`src/rtl/if_fetch_buf.sv`:
```
// Instruction fetch: PC + credit-limited req/gnt issue, in-order response tagging, DEPTH-entry decode FIFO.
// Latency: response visible at out_* the cycle after im_rvalid; redirect flushes buffered and in-flight fetches.
module if_fetch_buf #(
    parameter int ADDR_W = 16,
    parameter int INSTR_W = 16,
    parameter int PC_STEP = 4,
    parameter logic [ADDR_W-1:0] RESET_PC = '0,
    parameter int DEPTH = 4
) (
    input  logic               clk,
    input  logic               rst,
    input  logic               redirect,
    input  logic [ADDR_W-1:0]  redirect_pc,
    output logic               im_req,
    output logic [ADDR_W-1:0]  im_addr,
    input  logic               im_gnt,
    input  logic               im_rvalid,
    input  logic [INSTR_W-1:0] im_rdata,
    output logic               out_valid,
    input  logic               out_ready,
    output logic [INSTR_W-1:0] out_instr,
    output logic [ADDR_W-1:0]  out_pc,
    output logic [ADDR_W-1:0]  out_pc_inc
);
    localparam int PTR_W = $clog2(DEPTH);
    localparam int CNT_W = PTR_W + 1;

    logic [ADDR_W-1:0]  pc;
    logic [CNT_W-1:0]   count;
    logic [CNT_W-1:0]   inflight;
    logic [CNT_W-1:0]   drop;
    logic [PTR_W-1:0]   wr_ptr;
    logic [PTR_W-1:0]   rd_ptr;
    logic [PTR_W-1:0]   aq_wr;
    logic [PTR_W-1:0]   aq_rd;
    logic [INSTR_W-1:0] instr_mem [DEPTH];
    logic [ADDR_W-1:0]  pc_mem    [DEPTH];
    logic [ADDR_W-1:0]  aq_mem    [DEPTH];

    logic               issue;
    logic               fifo_push;
    logic               fifo_pop;
    logic [CNT_W:0]     credit_sum;

    // Every slot that is buffered or still owed by memory consumes one credit.
    assign credit_sum = {1'b0, inflight} + {1'b0, count};
    assign im_req     = !rst && !redirect && (credit_sum < (CNT_W+1)'(DEPTH));
    assign im_addr    = pc;
    assign issue      = im_req && im_gnt;
    assign fifo_push  = im_rvalid && !redirect && (drop == '0);
    assign fifo_pop   = (count != '0) && out_ready;

    assign out_valid  = (count != '0);
    assign out_instr  = rst ? '0 : instr_mem[rd_ptr];
    assign out_pc     = rst ? '0 : pc_mem[rd_ptr];
    assign out_pc_inc = rst ? '0 : pc_mem[rd_ptr] + ADDR_W'(PC_STEP);

    always_ff @(posedge clk or posedge rst) begin
        if (rst) begin
            pc       <= RESET_PC;
            count    <= '0;
            inflight <= '0;
            drop     <= '0;
            wr_ptr   <= '0;
            rd_ptr   <= '0;
            aq_wr    <= '0;
            aq_rd    <= '0;
        end else begin
            if (redirect)
                pc <= redirect_pc;
            else if (issue)
                pc <= pc + ADDR_W'(PC_STEP);

            inflight <= inflight + CNT_W'(issue) - CNT_W'(im_rvalid);
            if (issue)
                aq_wr <= aq_wr + 1'b1;
            if (im_rvalid)
                aq_rd <= aq_rd + 1'b1;

            // Everything still owed by memory is stale once we redirect,
            // except a response consumed in this very cycle.
            if (redirect)
                drop <= inflight - CNT_W'(im_rvalid);
            else if (im_rvalid && (drop != '0))
                drop <= drop - 1'b1;

            if (redirect) begin
                count  <= '0;
                wr_ptr <= '0;
                rd_ptr <= '0;
            end else begin
                if (fifo_push)
                    wr_ptr <= wr_ptr + 1'b1;
                if (fifo_pop)
                    rd_ptr <= rd_ptr + 1'b1;
                count <= count + CNT_W'(fifo_push) - CNT_W'(fifo_pop);
            end
        end
    end

    always_ff @(posedge clk) begin
        if (issue)
            aq_mem[aq_wr] <= pc;
        if (fifo_push) begin
            instr_mem[wr_ptr] <= im_rdata;
            pc_mem[wr_ptr]    <= aq_mem[aq_rd];
        end
    end

    assert property (@(posedge clk) disable iff (rst)
        !(fifo_push && !fifo_pop && (count == CNT_W'(DEPTH))));

endmodule

```
`config.mk`:
```
export PLATFORM = sky130hd
export DESIGN_NAME = if_fetch_buf
export DESIGN_NICKNAME = d
export VERILOG_FILES = /design/src/rtl/if_fetch_buf.sv
export SDC_FILE = /design/constraint.sdc
export NUM_CORES = 1
export LEC_CHECK = 0
export ABC_AREA = 1
export CORE_AREA = 2 2 133 135
export DETAILED_ROUTE_END_ITERATION = 8
export DIE_AREA = 0 0 135 137
export DONT_BUFFER_PORTS = 1
export GPL_ROUTABILITY_DRIVEN = 1
export PLACE_DENSITY = 0.74
export SETUP_SLACK_MARGIN = 0.1
export SLEW_MARGIN = 10
export SYNTH_ARGS = -nofsm -noshare
export SYNTH_HDL_FRONTEND = slang
export SYNTH_SLANG_ARGS = --single-unit
```
`constraint.sdc`:
```
create_clock -name clk -period 3.8 [get_ports clk]
set_clock_uncertainty 0.1 [all_clocks]
set_input_delay 0.57 -clock clk [delete_from_list [all_inputs] [get_ports clk]]
set_output_delay 0.57 -clock clk [all_outputs]
set_load 0.005 [all_outputs]
```
==> flow_summary.toml <==
[setup_path]
path_buf_inv = 2
r2r_end = "inflight[2]"
end_kind = "output port"
regToRegStartpoint = "count[1]"
rrSetupSlack_ps = 890
path_max_fanout = 56
crit_type = "register to output port"
arrival_ps = 2620
cpLargestDelayFamily = "simple AND/OR/NAND/NOR gates"
slowest_delay_ps = 570
crit_chain = "buf_4, or2_2, nand3_1, nand2_1, nand2_1, nor2_1, nand3_1, nand2_1, nand2_1, inv_1"
cp_common_cell = "nand2_1"
crit_path_start_kind = "register"
cp_slowest_cell = "dfrtp_2"
cp.required_ps = 3130
r2r.worst_path.cells = 12

[cts]
cts_hold_buf = 0
cts_tree = "built"
clkTransAtPathRegs_ps = 60
insertion_delay_ps = 500
clk_path_buf_depth = 3
root_buffer = "clkbuf_16"
htreeDepth = 1
numCtsBuffers = 23
cts_resized = 0
cts_setup_buffers = 0
cts_sinks = 225

[global_routing]
grt-ovfl-total = 0
antenna_found_initial = 0
grt_pass1_wl_um = 31000
track_usage_pct = 21.4
grt_pass1_vias = 6127
grt_max_degree = 62

[hold_path]
holdCritPathClass = "input port to async pin"

[cells_and_area]
antenna-diode-count = 0
utilization_pct = 63.3
fillers = 1315
area_delta_synth_final_pct = 8.17
drive_above_1_share_pct = 10.3
final_cell_area_um2 = 10800
final_nets = 959
fin_cells = 1138

[synthesis]
yosysWarnings = 0
synthesis.nets = 961
synth-edff-count = 192
synth.distinct_cells = 37
synthArstFlopShare_pct = 14.7
syn-cell-area_um2 = 9990
synth_flop_cell = "edfxtp_1"
yosysTopAreaCellShare_pct = 57.7
synth.area.top_cells = "edfxtp_1 58%, dfrtp_1 8.3%, nor2_1 5.8%"
yosys.area.top_type = "edfxtp_1"
ys_seq_area_share_pct = 66.0
avgSynthCellArea_um2 = 11.1
synth-seq-cells = 225
syn_inst = 901

[place]
placed_cell_area_um2 = 10200
dp.cells = 1099
portBuffers = 0
place_congestion = 0.801
dp_slack_ps = 861
dpl.hpwl_um = 11700

[drt]
top_layer_used = "met4"
drc = 0
wl_met1_um = 8400
vias = 6233
drt_iter0_drc = 513
wl_met3_um = 1330
firstDrtPassIters = 5
vias_per_cell = 5.48
ant_nets = 0
dr_wl_met2_um = 9280
wl_um = 19300
drt-wirelength-per-cell_um = 17.0

[timing]
min_period_ps = 3290
hold_viol_final = 0
slew_headroom_pct = 38.9
hold_ws_ps = 27.7
final_max_slew_viol_count = 0
rsz0062_at_grt = "no"
worstMarginPinSlew_ps = 916
min_period_over_period_pct = 86.6
setup_viol = 0
finalWorstSetupSlack_ps = 509
max_freq_mhz = 304
finalSetupTns_ps = 0

[pwr]
leakagePower_nw = 4.08
power.density_nw_per_um2 = 641
finalPower_mw = 6.92
ir_drop_mv = 0.366

[die]
dieArea_um2 = 18500
fp.dieW_um = 135
row_count = 48
die_h_um = 137
initial_core_util_pct = 58.5
core_area_um2 = 17100
ios = 104

[outcome]
outcome = "finished clean"

[job]
drv_cap = 0
flip-flops by register name, indices dropped and copies added (netlist names):
name and count:
instr_mem 64, im_addr 16, pc_mem 64, drop 3
rd_ptr 2, count 3, aq_rd 2, inflight 3
aq_mem 64, aq_wr 2, wr_ptr 2
worst reg2reg max path: stages (launching register included):
cell	delay, ps
dfrtp_1	430
ha_1	310
nand3_1	80
nand2_1	60
nor3_2	260
nand2_2	310
ha_1	370
inv_1	60
ha_1	120
inv_1	40
fa_1	370
xnor2_1	140
xor2_1	140
power by group:
part	switching (mW)	internal, mW	leakage, nW	total (mW)
Sequential	0.201	3.03	2.13	3.23
Clock	0.856	1.12	0.313	1.97
Combinational	1.20	0.518	1.63	1.72
layout by cell type (no fill, tap or decap), drive strengths merged, types with 7 or more instances in the layout:
| cell | instances |
|---|---|
| edfxtp | 192 |
| nand2 | 168 |
| nor2 | 164 |
| o21ai | 82 |
| inv | 74 |
| nand3 | 43 |
| dfrtp | 33 |
| clkbuf | 33 |
| a21oi | 30 |
| ha | 20 |
| o22ai | 17 |
| buf | 13 |
| xor2 | 12 |
| o211ai | 7 |
per-layer routing:
metal,track usage (%),up-vias
li1,-,3045
met1,28.9,2989
met2,36.7,175
met3,3.78,24
met4,4.86,0
met5,0,-
cell usage after synthesis (3+ instances only):
master    instances
nand2_1         151
buf_4             7
o21ai_0          81
nor2_2            5
ha_1             20
nor2_1          154
xor2_1           12
clkbuf_1         20
nand2_2          14
buf_6             8
dfrtp_1          33
nand2_4           3
nor3_2            3
inv_1            63
xnor2_1           4
edfxtp_1        192
nand3_1          37
nor2_4            5
buf_2             5
inv_2             7
a21oi_1          30
o22ai_1          17
o211ai_1          7
nand3_2           5
worst max path at each step:
stage,start,endpoint,slack (ps),cells after the start
2_1_floorplan,rst,out_pc_inc[5],730,5
3_3_place_gp,count[1],inflight[2],900,12
3_5_place_dp,count[1],inflight[2],860,12
4_1_cts,rd_ptr[0],out_pc_inc[15],510,10
5_1_grt,rd_ptr[0],out_pc_inc[13],240,10
6_report,rd_ptr[0],out_pc_inc[15],510,10
cells by family (layout without fill, tap and decap cells):
group,after synthesis,count (layout),share of synthesized area (%)
AOI/OAI and AO/OA,139,139,7.47
xor gates and xnor gates,16,16,1.40
buffers and inverters,113,125,5.28
adders and majority gates,22,22,2.91
DFF,225,225,66.0
and+or+nand+nor,386,386,16.9
layout make-up:
type	instances	area, µm²	area share (%)
clock buffer	33	613	5.68
clock inverter	6	35.0	0.324
inverter	73	284	2.63
multi-input combinational	563	2900	26.8
sequential	225	6590	61.0
tap	225	282	2.61
timing repair buffer	13	97.6	0.904
No activity file was read; power rests on OpenSTA's default activity.
